$ cat src/rtl/io_input_port.sv
// io_input_port: two-flop synchronised, debounced switch groups and pushbutton,
// with sticky change/press status and a registered CPU read port.
module io_input_port #(
  parameter int DEBOUNCE_CYCLES = 500000,
  parameter int CNT_W           = 20
) (
  input  logic        clock,
  input  logic        resetn,
  input  logic [3:0]  sw0,
  input  logic [3:0]  sw1,
  input  logic        key_n,
  input  logic        rd_en,
  input  logic [1:0]  rd_sel,
  output logic [31:0] rd_data,
  output logic [3:0]  in_port0,
  output logic [3:0]  in_port1,
  output logic        key_press
);
  logic        upd0, upd1, updk, key_st, press, clr;
  logic        chg0, chg1, kp_pend;
  logic [7:0]  key_count;
  logic [31:0] status, sel_word;

  io_debounce #(.W(4), .D(DEBOUNCE_CYCLES), .CW(CNT_W), .INIT(4'h0)) u_sw0 (
    .clock(clock), .resetn(resetn), .raw(sw0), .stable(in_port0), .upd(upd0)
  );
  io_debounce #(.W(4), .D(DEBOUNCE_CYCLES), .CW(CNT_W), .INIT(4'h0)) u_sw1 (
    .clock(clock), .resetn(resetn), .raw(sw1), .stable(in_port1), .upd(upd1)
  );
  io_debounce #(.W(1), .D(DEBOUNCE_CYCLES), .CW(CNT_W), .INIT(1'b1)) u_key (
    .clock(clock), .resetn(resetn), .raw(key_n), .stable(key_st), .upd(updk)
  );

  // a key update while the stable level is 1 is a 1->0 press; releases are ignored
  assign press  = updk & key_st;
  assign clr    = rd_en & (rd_sel == 2'd2);
  assign status = {16'h0, key_count, 5'h0, kp_pend, chg1, chg0};

  always_comb
    sel_word = rd_sel == 2'd0 ? {28'h0, in_port0} :
               rd_sel == 2'd1 ? {28'h0, in_port1} :
               rd_sel == 2'd2 ? status : 32'h0;

  // set events beat the read-clear landing on the same edge
  always_ff @(posedge clock or negedge resetn)
    if (!resetn) begin
      key_press <= 1'b0;
      key_count <= 8'h0;
      chg0      <= 1'b0;
      chg1      <= 1'b0;
      kp_pend   <= 1'b0;
      rd_data   <= 32'h0;
    end else begin
      key_press <= press;
      key_count <= key_count + {7'h0, press};
      chg0      <= upd0 | (chg0 & ~clr);
      chg1      <= upd1 | (chg1 & ~clr);
      kp_pend   <= press | (kp_pend & ~clr);
      if (rd_en) rd_data <= sel_word;
    end
endmodule

// io_debounce: 2-flop synchroniser plus a candidate/counter filter; upd flags
// the edge on which stable takes a new value.
module io_debounce #(
  parameter int             W    = 4,
  parameter int             D    = 4,
  parameter int             CW   = 3,
  parameter logic [W-1:0]   INIT = '0
) (
  input  logic         clock,
  input  logic         resetn,
  input  logic [W-1:0] raw,
  output logic [W-1:0] stable,
  output logic         upd
);
  logic [W-1:0]  s1, s2, cand;
  logic [CW-1:0] cnt;
  logic          hit;

  // the candidate has been seen on D consecutive synchronised samples
  assign hit = (s2 == cand) && (cnt >= CW'(D - 2));
  assign upd = hit && (cand != stable);

  always_ff @(posedge clock or negedge resetn)
    if (!resetn) begin
      s1     <= INIT;
      s2     <= INIT;
      cand   <= INIT;
      stable <= INIT;
      cnt    <= '0;
    end else begin
      s1 <= raw;
      s2 <= s1;
      if (s2 != cand) begin
        cand <= s2;
        cnt  <= '0;
      end else if (cnt != CW'(D - 1)) cnt <= cnt + CW'(1);
      if (hit) stable <= cand;
    end
endmodule

$ cat config.mk
export PLATFORM = sky130hd
export DESIGN_NAME = io_input_port
export DESIGN_NICKNAME = d
export VERILOG_FILES = /design/src/rtl/io_input_port.sv
export SDC_FILE = /design/constraint.sdc
export NUM_CORES = 1
export LEC_CHECK = 0
export CORE_MARGIN = 2
export CORE_UTILIZATION = 60
export CTS_BUF_LIST = sky130_fd_sc_hd__clkbuf_4
export DETAILED_ROUTE_END_ITERATION = 8
export PLACE_DENSITY = 0.81
export SYNTH_ARGS = -nofsm -noshare
export SYNTH_HDL_FRONTEND = slang
export SYNTH_SLANG_ARGS = --single-unit
$ cat constraint.sdc
create_clock -name clock -period 6.34 [get_ports clock]
set_clock_uncertainty 0.05 [all_clocks]
set_input_delay 1.585 -clock clock [delete_from_list [all_inputs] [get_ports clock]]
set_output_delay 1.585 -clock clock [all_outputs]
set_load 0.02 [all_outputs]
---- After elaboration in Yosys (flattened, before gate mapping) ----
Cells that the tools add are included.
operators by class
  add/sub/neg operators ................... 4
  order comparisons ....................... 3
  equal/unequal tests ..................... 14
  muxes and demuxes ....................... 9
  bitwise logic cells ..................... 9
  reduce and logical (&&, ||, !) cells .... 10
operators with widths
  kind                                                                                    count
  20-bit 2-to-1 mux                                                                       6
  20-bit by 1-bit adder with 20-bit output (second input constant)                        3
  20-bit by 19-bit greater-or-equal comparator with 1-bit output (second input constant)  3
  20-bit by 19-bit inequality test with 1-bit output (second input constant)              3
  16-bit 2-to-1 mux                                                                       3
  4-bit inequality test                                                                   4
  8-bit by 1-bit adder with 8-bit output                                                  1
  4-bit equality test                                                                     2
  1-bit logical AND                                                                       6
  2-bit nonzero test                                                                      3
  1-bit AND                                                                               5
  1-bit bitwise OR                                                                        3
  2-bit by 1-bit equality test with 1-bit output (second input constant)                  1
  2-bit equality test (second input constant)                                             1
  2-bit logical NOT                                                                       1
  1-bit inequality test                                                                   2
  1-bit equality test                                                                     1
  1-bit NOT                                                                               1
word-level totals
  register bits ........................... 140
  bits of input ports ..................... 14
  output and inout port bits .............. 41
  word-level logic and storage cells ...... 70

---- Longest topological paths before layout ----
  depth in word-level cells ............... 5
  depth in mapped cells ................... 11
  depth with buffers taken out ............ 11

---- By module ----
A second synthesis with hierarchy kept.
unflattened totals
  cell total of the unflattened synthesis .. 525
  area total of the unflattened synthesis .. 5,609.1 um2
by module, submodules not included
  module                    instances  cells an instance  area each (um2)  seq. area each (um2)
  io_debounce at u_sw0 ...  2          150                1,615.3          900.9
  io_debounce at u_key      1          127                1,241.2          605.6
  io_input_port             1          98                 1,137.3          600.6

---- Worst setup path after synthesis ----
Ideal clock, no wire load.
  path type ............................... reg-to-reg
  start point ............................. register u_key.cnt[11]
  end point ............................... register key_count[6]
  setup time .............................. 0.123 ns
  arrival time ............................ 2.579 ns
  data required time ...................... 6.167 ns
  setup slack ............................. 3.589 ns
  cell stages (with the launch flop) ...... 11
  path buffers ............................ 0
  period minus slack after synthesis ...... 2.751 ns
  cells stage by stage .................... dfrtp_1 -> or3_1 -> or4b_4 -> nor2_2 -> nor3_1 -> nor4_1 -> ha_1 -> ha_1 -> and3_1 -> nand3_1 -> xnor2_1
between the ends
  word-level cells in the longest chain between the ends .. 5
ends and longest elaborated chain
  item                                                            line  text
  start: declaration                                              78    logic [CW-1:0] cnt;
  start signal: assignment                                        98    end else if (cnt != CW'(D - 1)) cnt <= cnt + CW'(1);
  20-bit by 19-bit greater-or-equal comparator with 1-bit output  82    assign hit = (s2 == cand) && (cnt >= CW'(D - 2));
  1-bit logical AND                                               82
  1-bit logical AND                                               83    assign upd = hit && (cand != stable);
  1-bit AND                                                       35    assign press = updk & key_st;
  net press                                                       19    logic upd0, upd1, updk, key_st, press, clr;
  8-bit by 1-bit adder with 8-bit output                          55    key_count <= key_count + {7'h0, press};
  end signal: assignment                                          55
  end: declaration                                                21    logic [7:0] key_count;
The timed path passes the listed nets, and every way through them passes these cells.
A chain may end at the register's enable or synchronous reset.

---- Final worst setup path ----
  start point ............................. register u_sw0.stable[0]
  end point ............................... output in_port0[0]
RTL lines
  item                      line  text
  start: declaration        74    output logic [W-1:0] stable,
  start signal: assignment  99    if (hit) stable <= cand;
  end: declaration          15    output logic [3:0] in_port0,
No word-level cell between the ends.

==> impl_metrics.toml <==
[run_status]
status = "complete, no violations"

[timing]
finalCritPeriodShare_pct = 51.2
slew_violations = 0
fmax_mhz = 308
finalSetupTns_ps = 0
worstMarginPinSlew_ps = 901
maxSlewHeadroom_pct = 39.9
post-route-min-period_ps = 3250
hold_viol = 0
rsz0062_at_grt = "no"
whs_ps = 301
finalSetupViolations = 0

[synthesis]
syn-cell-area_um2 = 5550
synth_edf_count = 0
ys_seq_elements = 120
synthMuxAreaShare_pct = 2.73
synth_xor_area_share_pct = 10.7
synth_simple_gate_area_share_pct = 18.1
synth-seq-area-share_pct = 54.2
yosysWarnings = 0
synth_compound_area_share_pct = 6.94
synth_top_family_by_area = "simple AND/OR/NAND/NOR gates"
avgSynthCellArea_um2 = 10.5
synth_fa_ha_area_share_pct = 1.80
synthArstFlopShare_pct = 100
synth_cell_types = 50
synth_cells = 528
synth-main-ff-cell = "dfrtp_1"

[setup_path]
r2r-end = "key_count[6]"
path_max_fanout = 4
rrSetupSlack_ps = 3330
start_kind = "flop"
critPathSlowestCell = "clkdlybuf4s50_1"
crit_required_ps = 4700
crit_chain = "clkdlybuf4s50_1"
worstPathArrival_ps = 1610
critical-path-top-delay-family = "buffers and inverters"
endpoint_kind = "primary output"
ff2ff_path_depth = 10
critPathBufInv = 1
r2r_start = "u_key.cnt[11]"
worstSetupPathType = "reg -> out"
slowest_delay_ps = 640

[cts]
htreeDepth = 4
cts-resized-gates = 0
cts_buffers = 17
cts_max_path_buffers = 2
cts_tree = "yes"
clock-sinks = 120
cts-root-buf = "clkbuf_4"
clk_pin_slew_ps = 110
post_cts_buffers = 0
ctsHoldBuffers = 0
insertion_delay_ps = 500

[pwr]
power.leakage_nw = 2.74
irDropWorstVdd_v = 0.000154
p_per_area_nw_per_um2 = 248
p_total_mw = 1.55

[die]
fp.dieH_um = 100
core_region_area_um2 = 9110
start_util_pct = 61.0
die_area_um2 = 10000
die_w_um = 100
io-pin-count = 55
rows = 35

[global_routing]
antenna_found_initial = 0
grtUsageTotal_pct = 21.5
gr-total-overflow = 0
grt_pass1_vias = 3790
grt_pass1_wl_um = 17100
grt_max_degree = 75

[detailed_routing]
wl_per_cell_um = 14.3
vias_per_cell = 5.51
firstDrtPassIters = 5
ant_nets = 0
drtIter0Drc = 139
drc = 0
vias = 3780
totalWireLength_um = 9790

[placement]
gp_congestion = 0.831
dpl.hpwl_um = 6660
place.port_buffers = 34

[worst_hold_path]
worstHoldStart = "u_sw0.s1[3]"
hold-path-endpoint = "u_sw0.s2[3]"
hold_class = "reg -> reg"
min_delay_path_depth = 0

[finish]
ff_latch_area_um2 = 3010
nFillCells = 642
diodes = 0
multiInputGateArea_um2 = 2310
nets = 584
area_delta_synth_final_pct = 12.8
drive_above_1_share_pct = 9.57

[run]
maxCapViolCount = 0
-- flip-flops by register name, indices dropped and copies added (netlist names), 4 cells and up --
register,flops
u_sw0.s2,4
u_sw0.s1,4
rd_data,12
u_sw1.cand,4
u_sw1.s2,4
u_sw1.cnt,20
u_sw1.stable,4
u_sw0.cnt,20
u_sw0.stable,4
key_count,8
u_key.cnt,20
u_sw0.cand,4
u_sw1.s1,4
-- how the worst max path moves through the flow --
stage | start | end | cells past startpoint
after CTS | u_sw0.stable[3] | in_port0[3] | 1
after global routing | u_key.cnt[14] | key_count[6] | 10
after detailed placement | rd_en | chg1 | 5
after floorplan | u_key.cnt[11] | key_count[6] | 10
after global placement | rd_en | chg0 | 4
final | u_sw0.stable[0] | in_port0[0] | 1
-- placed cells by master, fill, tap and decap left out, types with 3 or more instances in the layout --
| cell type | synthesis | layout |
|---|---|---|
| xor2_1 | 37 | 37 |
| or3_1 | 9 | 9 |
| dfrtp_1 | 116 | 116 |
| a31oi_1 | 6 | 6 |
| nand3_1 | 21 | 21 |
| mux2_2 | 9 | 9 |
| nand4_1 | 19 | 19 |
| a211oi_1 | 5 | 5 |
| nand2_1 | 25 | 25 |
| buf_4 | 20 | 3 |
| dfstp_2 | 4 | 4 |
| nor2_1 | 63 | 63 |
| and2_1 | 3 | 3 |
| nor2b_1 | 3 | 3 |
| and4_1 | 5 | 5 |
| inv_1 | 21 | 21 |
| nor3_1 | 10 | 10 |
| xnor2_1 | 31 | 31 |
| and3_1 | 12 | 12 |
| clkdlybuf4s50_1 | 0 | 33 |
| a21oi_1 | 17 | 17 |
| nor4_1 | 6 | 6 |
| o21ai_0 | 22 | 22 |
| o21bai_1 | 3 | 3 |
| ha_1 | 8 | 8 |
| mux2i_1 | 5 | 5 |
| clkbuf_4 | 0 | 17 |
| bufinv_16 | 0 | 6 |
| clkinv_4 | 0 | 4 |
| conb_1 | 1 | 20 |
-- final cells by class --
class / instances / share of cell area, %
tap: 111 / 2.22
clock inverter: 15 / 3.97
timing repair buffer: 36 / 5.63
multi-input combinational: 366 / 36.9
sequential: 120 / 48.0
clock buffer: 17 / 2.04
inverter: 21 / 1.26
-- stage by stage --
| step | cell area, µm² | cells | util (%) | setup WS [ps] |
|---|---|---|---|---|
| finish | 6270 | 686 | 68.8 | 3090 |
| floorplan | 5620 | 547 | - | 3590 |
| detailed placement | 5890 | 654 | 64.7 | 3140 |
| CTS | 6270 | 686 | 68.8 | 3050 |
| global route | 6270 | 686 | 68.8 | 2970 |
| global placement | 5890 | 654 | 64.7 | 3190 |
-- layer usage --
layer  wire [µm]  part of all wire (%)  up-vias  track usage (%)
met4         165                   1.7        0             9.38
met3         370                   3.8       16             4.32
met1        4500                    46     1843             27.9
met5           0                     0        -                0
li1            -                     -     1844                -
met2        4750                    49       77             35.3
-- power breakdown --
group          leakage (nW)  internal, mW  total (mW)  switching (mW)
Clock                 0.194         0.395       0.684           0.289
Combinational         0.942        0.0236      0.0729          0.0493
Sequential             1.60         0.780       0.794          0.0141
Total                  2.74          1.20        1.55           0.352
-- synth_stat cells, types with 10 or more instances --
master    number  area share [%]
dfrtp_1      116              52
nor2_1        63             4.3
xor2_1        37             5.8
xnor2_1       31             4.9
nand2_1       25             1.7
o21ai_0       22             2.0
inv_1         21             1.4
nand3_1       21             1.9
buf_4         20             2.7
clkbuf_1      19             1.3
nand4_1       19             2.1
a21oi_1       17             1.5
and3_1        12             1.4
nor3_1        10            0.90
-- logic make-up (layout without fill, tap and decap cells) --
logic type                 Yosys count  after routing
AOI/OAI and AO/OA                   64             64
xor gates and xnor gates            68             68
adders and majority gates            8              8
buffers and inverters               61             89
DFF                                120            120
muxes                               14             14
other                                1             20
and+or+nand+nor                    192            192
Power figures use the tool's default switching activity.
